<file path="src/rtl/bus_monitor_pkg.sv">
// Shared types for the bus monitor: completion causes, FSM states, event record.
// Event record widths here match the default bus widths.
package bus_monitor_pkg;

    localparam int EVT_ADDR_W = 32;
    localparam int EVT_DATA_W = 32;

    typedef enum logic [1:0] {
        CAUSE_NONE    = 2'd0,
        CAUSE_HALT    = 2'd1,
        CAUSE_TIMEOUT = 2'd2
    } done_cause_e;

    typedef enum logic {
        ST_RUN  = 1'b0,
        ST_DONE = 1'b1
    } state_e;

    typedef struct packed {
        logic                  we;
        logic [EVT_ADDR_W-1:0] address;
        logic [EVT_DATA_W-1:0] data;
    } bus_evt_t;

    function automatic logic [7:0] sat_inc8(input logic [7:0] v);
        return (v == 8'hFF) ? v : v + 8'd1;
    endfunction

endpackage

</file>
<file path="src/rtl/bus_monitor_if.sv">
// Core-memory bus tap plus event-drain handshake; master drives the bus and ready,
// slave (the monitor) only observes the bus and presents the event head.
interface bus_monitor_if #(
    parameter int ADDR_W = 32,
    parameter int DATA_W = 32
);
    logic [ADDR_W-1:0] bus_address;
    logic              bus_we;
    logic [DATA_W-1:0] bus_wdata;
    logic [DATA_W-1:0] bus_rdata;
    logic              evt_valid;
    logic              evt_ready;
    logic              evt_we;
    logic [ADDR_W-1:0] evt_address;
    logic [DATA_W-1:0] evt_data;

    modport master (
        output bus_address, bus_we, bus_wdata, bus_rdata, evt_ready,
        input  evt_valid, evt_we, evt_address, evt_data
    );

    modport slave (
        input  bus_address, bus_we, bus_wdata, bus_rdata, evt_ready,
        output evt_valid, evt_we, evt_address, evt_data
    );
endinterface

</file>
<file path="src/rtl/bus_monitor_fifo.sv">
// Synchronous FIFO with registered head: a push becomes visible the cycle after.
// Push is ignored when full unless a pop happens in the same cycle.
module evt_fifo #(
    parameter int DEPTH = 8,
    parameter int WIDTH = 65
) (
    input  logic             clk,
    input  logic             resetn,
    input  logic             push_vld_i,
    input  logic [WIDTH-1:0] push_dat_i,
    input  logic             pop_rdy_i,
    output logic [WIDTH-1:0] head_dat_o,
    output logic             full_o,
    output logic             empty_o
);
    localparam int PTR_W = $clog2(DEPTH);
    localparam logic [PTR_W:0]   CNT_FULL = (PTR_W+1)'(DEPTH);
    localparam logic [PTR_W:0]   CNT_ONE  = (PTR_W+1)'(1);
    localparam logic [PTR_W-1:0] PTR_ONE  = PTR_W'(1);

    logic [WIDTH-1:0] mem_q [DEPTH];
    logic [PTR_W-1:0] wr_q;
    logic [PTR_W-1:0] rd_q;
    logic [PTR_W:0]   cnt_q;
    logic             do_push;
    logic             do_pop;

    assign empty_o    = (cnt_q == '0);
    assign full_o     = (cnt_q == CNT_FULL);
    assign do_pop     = pop_rdy_i && !empty_o;
    assign do_push    = push_vld_i && (!full_o || do_pop);
    assign head_dat_o = empty_o ? '0 : mem_q[rd_q];

    always_ff @(posedge clk) begin
        if (do_push) begin
            mem_q[wr_q] <= push_dat_i;
        end
    end

    always_ff @(posedge clk) begin
        if (!resetn) begin
            wr_q  <= '0;
            rd_q  <= '0;
            cnt_q <= '0;
        end else begin
            if (do_push) wr_q <= wr_q + PTR_ONE;
            if (do_pop)  rd_q <= rd_q + PTR_ONE;
            case ({do_push, do_pop})
                2'b10:   cnt_q <= cnt_q + CNT_ONE;
                2'b01:   cnt_q <= cnt_q - CNT_ONE;
                default: cnt_q <= cnt_q;
            endcase
        end
    end
endmodule

</file>
<file path="src/rtl/bus_monitor.sv">
// Passive bus observer: halt/watchdog completion and MMIO access logging into a FIFO.
// Events appear on evt_* one cycle after capture; a full FIFO drops and counts events.
module bus_monitor
    import bus_monitor_pkg::*;
#(
    parameter int              ADDR_W         = 32,
    parameter int              DATA_W         = 32,
    parameter logic [ADDR_W-1:0] MMIO_MASK    = 'h800,
    parameter logic [ADDR_W-1:0] MMIO_MATCH   = 'h800,
    parameter logic [ADDR_W-1:0] HALT_ADDR    = 'hFFC,
    parameter int unsigned     TIMEOUT_CYCLES = 2000,
    parameter int              FIFO_DEPTH     = 8,
    parameter int              READ_LAT       = 0,
    parameter int              DEDUP          = 1
) (
    input  logic               clk,
    input  logic               resetn,
    bus_monitor_if.slave       bus,
    output logic               evt_overflow,
    output logic [7:0]         drop_count,
    output logic               done,
    output logic [1:0]         done_cause,
    output logic [31:0]        cycle_count
);
    typedef struct packed {
        logic              we;
        logic [ADDR_W-1:0] address;
        logic [DATA_W-1:0] data;
    } evt_t;

    state_e            state_q, state_d;
    done_cause_e       cause_q, cause_d;
    logic [31:0]       cycle_q, cycle_d;
    logic              hist_vld_q, hist_vld_d;
    logic              hist_we_q, hist_we_d;
    logic [ADDR_W-1:0] hist_addr_q, hist_addr_d;
    logic [DATA_W-1:0] hist_wdata_q, hist_wdata_d;
    logic              pend_q, pend_d;
    logic [ADDR_W-1:0] pend_addr_q, pend_addr_d;
    logic              skid_vld_q, skid_vld_d;
    evt_t              skid_q, skid_d;
    logic              ovf_q, ovf_d;
    logic [7:0]        drop_q, drop_d;

    logic is_halt, is_mmio, is_dup, capture;
    logic push_vld, pop, drop;
    logic fifo_full, fifo_empty;
    evt_t cur_evt, push_dat, head;

    always_comb begin
        is_halt = (bus.bus_address == HALT_ADDR);
        is_mmio = ((bus.bus_address & MMIO_MASK) == MMIO_MATCH) && !is_halt;
        is_dup  = (DEDUP != 0) && hist_vld_q && (hist_we_q == bus.bus_we)
                  && (hist_addr_q == bus.bus_address) && (hist_wdata_q == bus.bus_wdata);
        capture = (state_q == ST_RUN) && is_mmio && !is_dup;
        cur_evt = '{we: bus.bus_we, address: bus.bus_address,
                    data: bus.bus_we ? bus.bus_wdata : bus.bus_rdata};

        state_d      = state_q;
        cause_d      = cause_q;
        cycle_d      = cycle_q;
        hist_vld_d   = is_mmio;
        hist_we_d    = bus.bus_we;
        hist_addr_d  = bus.bus_address;
        hist_wdata_d = bus.bus_wdata;
        pend_d       = 1'b0;
        pend_addr_d  = pend_addr_q;
        skid_vld_d   = skid_vld_q;
        skid_d       = skid_q;
        push_vld     = 1'b0;
        push_dat     = cur_evt;

        if (state_q == ST_RUN) begin
            cycle_d = cycle_q + 32'd1;
            if (is_halt) begin
                state_d = ST_DONE;
                cause_d = CAUSE_HALT;
            end else if ((TIMEOUT_CYCLES != 0) && (cycle_q == TIMEOUT_CYCLES - 1)) begin
                state_d = ST_DONE;
                cause_d = CAUSE_TIMEOUT;
            end
        end

        if (READ_LAT == 0) begin
            push_vld = capture;
        end else begin
            // Single FIFO write port: a late read outranks the skid, which outranks a new write.
            if (pend_q) begin
                push_vld = 1'b1;
                push_dat = '{we: 1'b0, address: pend_addr_q, data: bus.bus_rdata};
            end else if (skid_vld_q) begin
                push_vld   = 1'b1;
                push_dat   = skid_q;
                skid_vld_d = 1'b0;
            end
            if (capture && !bus.bus_we) begin
                pend_d      = 1'b1;
                pend_addr_d = bus.bus_address;
            end
            if (capture && bus.bus_we) begin
                if (push_vld) begin
                    skid_vld_d = 1'b1;
                    skid_d     = cur_evt;
                end else begin
                    push_vld = 1'b1;
                    push_dat = cur_evt;
                end
            end
        end

        pop    = !fifo_empty && bus.evt_ready;
        drop   = push_vld && fifo_full && !pop;
        ovf_d  = ovf_q | drop;
        drop_d = drop ? sat_inc8(drop_q) : drop_q;
    end

    always_ff @(posedge clk) begin
        if (!resetn) begin
            state_q      <= ST_RUN;
            cause_q      <= CAUSE_NONE;
            cycle_q      <= '0;
            hist_vld_q   <= 1'b0;
            hist_we_q    <= 1'b0;
            hist_addr_q  <= '0;
            hist_wdata_q <= '0;
            pend_q       <= 1'b0;
            pend_addr_q  <= '0;
            skid_vld_q   <= 1'b0;
            skid_q       <= '0;
            ovf_q        <= 1'b0;
            drop_q       <= '0;
        end else begin
            state_q      <= state_d;
            cause_q      <= cause_d;
            cycle_q      <= cycle_d;
            hist_vld_q   <= hist_vld_d;
            hist_we_q    <= hist_we_d;
            hist_addr_q  <= hist_addr_d;
            hist_wdata_q <= hist_wdata_d;
            pend_q       <= pend_d;
            pend_addr_q  <= pend_addr_d;
            skid_vld_q   <= skid_vld_d;
            skid_q       <= skid_d;
            ovf_q        <= ovf_d;
            drop_q       <= drop_d;
        end
    end

    evt_fifo #(
        .DEPTH (FIFO_DEPTH),
        .WIDTH ($bits(evt_t))
    ) u_fifo (
        .clk        (clk),
        .resetn     (resetn),
        .push_vld_i (push_vld),
        .push_dat_i (push_dat),
        .pop_rdy_i  (bus.evt_ready),
        .head_dat_o (head),
        .full_o     (fifo_full),
        .empty_o    (fifo_empty)
    );

    assign bus.evt_valid   = !fifo_empty;
    assign bus.evt_we      = head.we;
    assign bus.evt_address = head.address;
    assign bus.evt_data    = head.data;
    assign evt_overflow    = ovf_q;
    assign drop_count      = drop_q;
    assign done            = (state_q == ST_DONE);
    assign done_cause      = cause_q;
    assign cycle_count     = cycle_q;
endmodule

</file>
<file path="src/flat_wrapper.sv">
// flat-port wrapper written by rule: the top's interface ports become plain ports
module bus_monitor_flat import bus_monitor_pkg::*;
#(
    parameter int              ADDR_W         = 32,
    parameter int              DATA_W         = 32,
    parameter logic [ADDR_W-1:0] MMIO_MASK    = 'h800,
    parameter logic [ADDR_W-1:0] MMIO_MATCH   = 'h800,
    parameter logic [ADDR_W-1:0] HALT_ADDR    = 'hFFC,
    parameter int unsigned     TIMEOUT_CYCLES = 2000,
    parameter int              FIFO_DEPTH     = 8,
    parameter int              READ_LAT       = 0,
    parameter int              DEDUP          = 1
)
  (clk, resetn, evt_overflow, drop_count, done, done_cause, cycle_count, bus_bus_address, bus_bus_we, bus_bus_wdata, bus_bus_rdata, bus_evt_ready, bus_evt_valid, bus_evt_we, bus_evt_address, bus_evt_data);
  bus_monitor_if #(.ADDR_W(ADDR_W), .DATA_W(DATA_W)) bus_i ();
  input  logic clk;
  input  logic resetn;
  output logic evt_overflow;
  output logic [7:0] drop_count;
  output logic done;
  output logic [1:0] done_cause;
  output logic [31:0] cycle_count;
  input wire logic [$bits(bus_i.bus_address)-1:0] bus_bus_address;
  input wire logic [$bits(bus_i.bus_we)-1:0] bus_bus_we;
  input wire logic [$bits(bus_i.bus_wdata)-1:0] bus_bus_wdata;
  input wire logic [$bits(bus_i.bus_rdata)-1:0] bus_bus_rdata;
  input wire logic [$bits(bus_i.evt_ready)-1:0] bus_evt_ready;
  output wire logic [$bits(bus_i.evt_valid)-1:0] bus_evt_valid;
  output wire logic [$bits(bus_i.evt_we)-1:0] bus_evt_we;
  output wire logic [$bits(bus_i.evt_address)-1:0] bus_evt_address;
  output wire logic [$bits(bus_i.evt_data)-1:0] bus_evt_data;
  assign bus_i.bus_address = bus_bus_address;
  assign bus_i.bus_we = bus_bus_we;
  assign bus_i.bus_wdata = bus_bus_wdata;
  assign bus_i.bus_rdata = bus_bus_rdata;
  assign bus_i.evt_ready = bus_evt_ready;
  assign bus_evt_valid = bus_i.evt_valid;
  assign bus_evt_we = bus_i.evt_we;
  assign bus_evt_address = bus_i.evt_address;
  assign bus_evt_data = bus_i.evt_data;
  bus_monitor #(.ADDR_W(ADDR_W), .DATA_W(DATA_W), .MMIO_MASK(MMIO_MASK), .MMIO_MATCH(MMIO_MATCH), .HALT_ADDR(HALT_ADDR), .TIMEOUT_CYCLES(TIMEOUT_CYCLES), .FIFO_DEPTH(FIFO_DEPTH), .READ_LAT(READ_LAT), .DEDUP(DEDUP)) u_core (.clk(clk), .resetn(resetn), .bus(bus_i), .evt_overflow(evt_overflow), .drop_count(drop_count), .done(done), .done_cause(done_cause), .cycle_count(cycle_count));
endmodule
</file>
<file path="config.mk">
export PLATFORM = sky130hd
export DESIGN_NAME = bus_monitor_flat
export DESIGN_NICKNAME = d
export VERILOG_FILES = /design/src/rtl/bus_monitor_pkg.sv /design/src/rtl/bus_monitor_if.sv /design/src/rtl/bus_monitor_fifo.sv /design/src/rtl/bus_monitor.sv /design/src/flat_wrapper.sv
export SDC_FILE = /design/constraint.sdc
export NUM_CORES = 1
export LEC_CHECK = 0
export CAP_MARGIN = 30
export CORE_MARGIN = 1
export CORE_UTILIZATION = 60
export CTS_BUF_LIST = sky130_fd_sc_hd__clkbuf_4 sky130_fd_sc_hd__clkbuf_8
export CTS_CLUSTER_SIZE = 20
export DETAILED_ROUTE_END_ITERATION = 10
export PLACE_DENSITY = 0.82
export SLEW_MARGIN = 20
export SYNTH_ARGS = -nofsm -noshare
export SYNTH_HDL_FRONTEND = slang
export SYNTH_HIERARCHICAL = 1
export SYNTH_SLANG_ARGS = --single-unit
</file>
<file path="constraint.sdc">
create_clock -name clk -period 16.46 [get_ports clk]
set_input_delay 3.292 -clock clk [delete_from_list [all_inputs] [get_ports clk]]
set_output_delay 3.292 -clock clk [all_outputs]
set_load 0.05 [all_outputs]
</file>
Word level (Yosys, flattened, before mapping)
Memory sizes are Yosys's and may differ from the RTL's. A register that Yosys moved wholly into a read port is not among the register bits.
Index checks and enable logic that the tools add are counted.
- memories: 1
- logic and storage cells: 64
- memory bits (writable): 520
- bits in registers: 120
- bitwise gates (word level): 3
- multiplexer cells: 12
- reductions and logical operators: 21
- equality and inequality tests: 9
- add/subtract/negate cells: 6
- memories (name ; words ; bits a word ; rd ports ; clocked after Yosys merged registers in ; wr ports ; RTL line ; RTL):
    u_core.u_fifo.mem_q ; 8 ; 65 ; 1 ; 1 ; 1 ; bus_monitor_fifo.sv:21 ; logic [WIDTH-1:0] mem_q [DEPTH];
- operators by type and width (cell ; count):
    $mux W65 ; 1
    $eq A32 B32 Y1 ; 2
    $add A32 B1 Y32 const B ; 1
    $eq A32 B11 Y1 const B ; 1
    $eq A32 B12 Y1 const B ; 1
    $mux W32 ; 1
    $logic_and A1 B1 Y1 ; 10
    $add A8 B1 Y8 const B ; 1
    $eq A8 B8 Y1 const B ; 1
    $pmux W4 S2 ; 1
    $add A3 B1 Y3 const B ; 2
    $mux W3 ; 2
    $logic_not A1 Y1 ; 5
    $mux W1 ; 5
    $add A4 B1 Y4 const B ; 1
    $eq A4 B4 Y1 const B ; 1
    $logic_not A4 Y1 ; 1
    $mux W2 ; 2
    $reduce_and A2 Y1 ; 2
    $reduce_bool A2 Y1 ; 2
    $sub A4 B1 Y4 const B ; 1
    $eq A2 B1 Y1 const B ; 1
    $eq A2 B2 Y1 const B ; 1
    $not A1 Y1 ; 2
    other kinds (3) ; 3

Depth between registers and ports, before layout
- depth after elaboration: 9
- gate-level depth with buffers: 16

By module
Netlist, hierarchy kept.
- modules (own cells, without submodules) (module ; cells each ; times used ; sequential area each (um2) ; area each (um2)):
    evt_fifo ; 908 ; 1 ; 15875.2 ; 20468.4
    bus_monitor ; 534 ; 1 ; 2202.1 ; 5059.9

Least setup slack after synthesis
OpenSTA, ideal clock, no wires.
- kind: input -> register
- start: in bus_bus_we
- end: mem u_core.u_fifo.mem_q[0][0], enable pin
- arrival: 10.609 ns
- slack: 5.202 ns
- path buffers: 3
- stages: 11
- library setup time: 0.648 ns
- required time: 15.812 ns
- path through: clkbuf_1 -> xnor2_1 -> nand4_1 -> nor3_1 -> nand4_1 -> nor4_2 -> buf_4 -> nor2_1 -> buf_2 -> o21ai_4 -> nor4_1
- word-level cells in the longest chain between the ends: 9
- ends and longest elaborated chain (element ; RTL line ; RTL):
    start: declaration ; flat_wrapper.sv:24 ; input wire logic [$bits(bus_i.bus_we)-1:0] bus_bus_we;
    $eq A1 B1 Y1 ; bus_monitor.sv:53 ; is_dup = (DEDUP != 0) && hist_vld_q && (hist_we_q == bus.bus_we)
    $logic_and A1 B1 Y1 ; bus_monitor.sv:53 ;
    $logic_and A1 B1 Y1 (2 in series) ; bus_monitor.sv:54 ; && (hist_addr_q == bus.bus_address) && (hist_wdata_q == bus.bus_wdata);
    $logic_not A1 Y1 ; bus_monitor.sv:55 ; capture = (state_q == ST_RUN) && is_mmio && !is_dup;
    $logic_and A1 B1 Y1 ; bus_monitor.sv:55 ;
    via u_core.capture ; bus_monitor.sv:45 ; logic is_halt, is_mmio, is_dup, capture;
    $logic_and A1 B1 Y1 ; bus_monitor_fifo.sv:31 ; assign do_push = push_vld_i && (!full_o || do_pop);
    $mux W1 ; bus_monitor_fifo.sv:35 ; if (do_push) begin
    $mux W1 (implied by the code) ; bus_monitor_fifo.sv:36 ; mem_q[wr_q] <= push_dat_i;
    end: declaration ; bus_monitor_fifo.sv:21 ;
The timed path passes the listed nets, and every way through them passes these cells.

==> flow_summary.yaml <==
clock_network:
  postCtsHoldBufs: 0
  insertion_delay_ns: 0.66
  root_buffer: "clkbuf_8"
  htreeDepth: 3
  post_cts_buffers: 0
  clock_sinks: 643
  clkTransAtPathRegs_ns: 0.06
  cts_tree: "built"
  ctsLongestPathBuffers: 3
  numCtsBuffers: 98
  cts_resized: 0
floorplanning:
  die_area_um2: 43400
  pin_count: 210
  coreArea_um2: 41900
  start_util_pct: 60.9
  die-width_um: 208
  die_h_um: 208
  rows: 75
synth:
  synth.avg_cell_area_um2: 17.7
  synthArstFlopShare_pct: 0
  yosysMostFrequentCell: "edfxtp_1"
  yosys.area.top_type: "edfxtp_1"
  synth_nets: 1549
  yosysWarnings: 6
  syn_inst: 1442
  synth-main-ff-cell: "edfxtp_1"
  synth_edf_count: 520
  synth_top_area_share_pct: 61.2
  seq_area_frac_synth_pct: 70.8
  syn_area_um2: 25500
  synth_common_cells: "520 x edfxtp_1, 130 x mux4_2, 123 x dfxtp_1"
  synthTopCellsByArea: "edfxtp_1 61%, mux4_2 11%, dfxtp_1 9.6%, mux2i_1 2.8%, and2_1 1.7%"
  ys_seq_elements: 643
  ys_types: 64
cells_and_area:
  layout.nets: 1821
  syn2layout_area_growth_pct: 18.7
  final_layout_size_suffix_gt1_share_pct: 20.9
  layoutNonFillerInstCount: 2339
  stdcell_area_um2: 30300
  final_util_pct: 72.2
  diodes: 0
min_path:
  min_from: "u_core/evt_overflow"
  min_to: "u_core/evt_overflow"
  whs_path_depth: 2
  hold_class: "flip-flop to flip-flop"
global_routing:
  grt_pass1_wl_um: 85900
  grt_pass1_vias: 14794
  grt_max_degree: 87
  antenna_found_initial: 0
  overflow: 0
  grt_usage_pct: 26.5
route:
  routed_via_density: 6.00
  drc: 0
  dr_total_vias: 14029
  drtAntennaViolNets: 0
  drt_iter0_drc: 995
  drtPass1Iterations: 5
  wl_per_cell_um: 24.1
  drt-total-wl_um: 56300
sta:
  setup_ws_ns: 8.88
  fmax_ghz: 0.132
  min_period_over_period_pct: 46.1
  setup_viol: 0
  slew_viol_final: 0
  tightest_slew_ns: 0.918
  fin_setup_tns_ns: 0
  rsz0062_at_grt: "false"
  fin_worst_skew_ns: 0.0348
  slew_headroom_pct: 38.8
  final_hold_viol_count: 0
  fin_crit_ns: 7.58
pwr:
  powerDensity_nw_per_um2: 148
  p_leak_nw: 9.81
  vdd_drop_max_mv: 0.130
place:
  io_buffers: 209
  place_congestion: 0.823
  pre_cts_slack_ns: 8.91
  placed_area_um2: 28300
  placed_cells: 2152
  place_hpwl_um: 34800
critical_path:
  reg2reg_setup_slack_ns: 12.85
  crit_type: "flip-flop to primary output"
  required_ns: 13.17
  r2r_end: "u_core/u_fifo/mem_q[4][21]"
  worst_path_most_repeated_cell: "buf_4"
  arrival_ns: 4.29
  cp_cell_sequence: "buf_4, buf_4, mux4_2, mux2i_1, nor2_1, clkdlybuf4s50_1"
  r2r_start: "u_core/hist_wdata_q[1]"
  crit_fanout: 59
  r2r_cells: 10
  slowest_stage: "buf_4"
  end_kind: "primary output"
  cp-start-kind: "flip-flop"
  cp_slowest_stage_delay_ns: 0.80
status:
  outcome: "completed"
run:
  drv_cap: 0
flip-flops by register name, summed over array words and instances (netlist names), named ones only:
name,count
u_core/u_fifo/wr_q,3
u_core/u_fifo/cnt_q,4
u_core/hist_wdata_q,32
u_core/hist_addr_q,32
u_core/u_fifo/mem_q,520
u_core/done,1
u_core/drop_count,8
u_core/u_fifo/rd_q,3
u_core/hist_vld_q,1
u_core/hist_we_q,1
u_core/cycle_count,32
u_core/evt_overflow,1
u_core/done_cause,2
power breakdown:
part | switching, mW | leakage (nW) | internal [mW]
Clock | 0.600 | 1.05 | 0.706
Sequential | 0.0457 | 5.74 | 1.84
Combinational | 0.816 | 3.02 | 0.468
Total | 1.46 | 9.81 | 3.02
logic make-up (layout without fill, tap and decap cells):
kind of cell | after synthesis | after routing | share of synthesized area [%]
flip-flops | 643 | 643 | 70.8
XOR/XNOR | 78 | 78 | 2.68
adder cells (fa/ha/maj) | 7 | 7 | 0.372
AND/OR/NAND/NOR | 342 | 342 | 7.13
buffers and inverters | 90 | 448 | 1.82
multiplexers | 234 | 234 | 15.7
AO/OA/AOI/OAI | 48 | 48 | 1.49
cells in the final DEF, fill, tap and decap left out, types with 7 or more instances in the layout:
cell type	instances
and3_1	7
clkinv_1	27
xnor2_1	35
a21oi_1	10
clkbuf_4	27
nand2b_1	26
and2_1	68
mux4_2	130
nor4_1	18
o2111ai_1	7
mux2i_1	72
nor3_1	9
mux2_2	32
nand3_1	19
clkinv_2	12
inv_1	23
clkdlybuf4s50_1	207
nand4_1	20
o21ai_0	8
clkbuf_8	113
xor2_1	43
edfxtp_1	520
dfxtp_1	120
buf_4	23
nand2_1	23
nor2_1	110
through the flow:
stage / total power [mW] / hold WS [ns]
2_1_floorplan: 2.81 / 0.482
3_3_place_gp: 3.18 / 0.437
3_5_place_dp: 3.21 / 0.441
4_1_cts: 4.51 / 0.451
5_1_grt: 4.64 / 0.467
6_report: 4.48 / 0.453
final cells by class:
type	count	area [um^2]
Sequential cell	643	18100
Inverter	24	90.1
Timing Repair Buffer	238	2400
Clock buffer	140	1760
Tap cell	539	674
Fill cell	2473	11600
Clock inverter	46	243
Multi-Input combinational cell	709	7040
critical path: cells and delay by family, from the launching register on:
kind	cells	cell delay [ns]
buffers and inverters	3	2.22
muxes	2	0.74
DFF	1	0.58
and+or+nand+nor	1	0.08
metal layers:
metal / vias to the layer above / share of wire [%] / track usage [%]
met1: 7185 / 40 / 35.6
met4: 0 / 2.3 / 9.07
met5: - / 0 / 0
met3: 96 / 6.7 / 4.78
met2: 569 / 50 / 44.3
li1: 6179 / - / -
worst max-delay path by stage:
stage | slack [ns] | to
global route | 8.74 | bus_evt_data[18]
global placement | 8.71 | u_core/u_fifo/cnt_q[3]
CTS | 8.86 | bus_evt_data[13]
detailed placement | 8.91 | u_core/u_fifo/mem_q[4][40]
floorplan | 5.20 | u_core/u_fifo/mem_q[0][0]
finish | 8.88 | bus_evt_data[13]
Note: power is estimated with default switching activity, not from simulation.
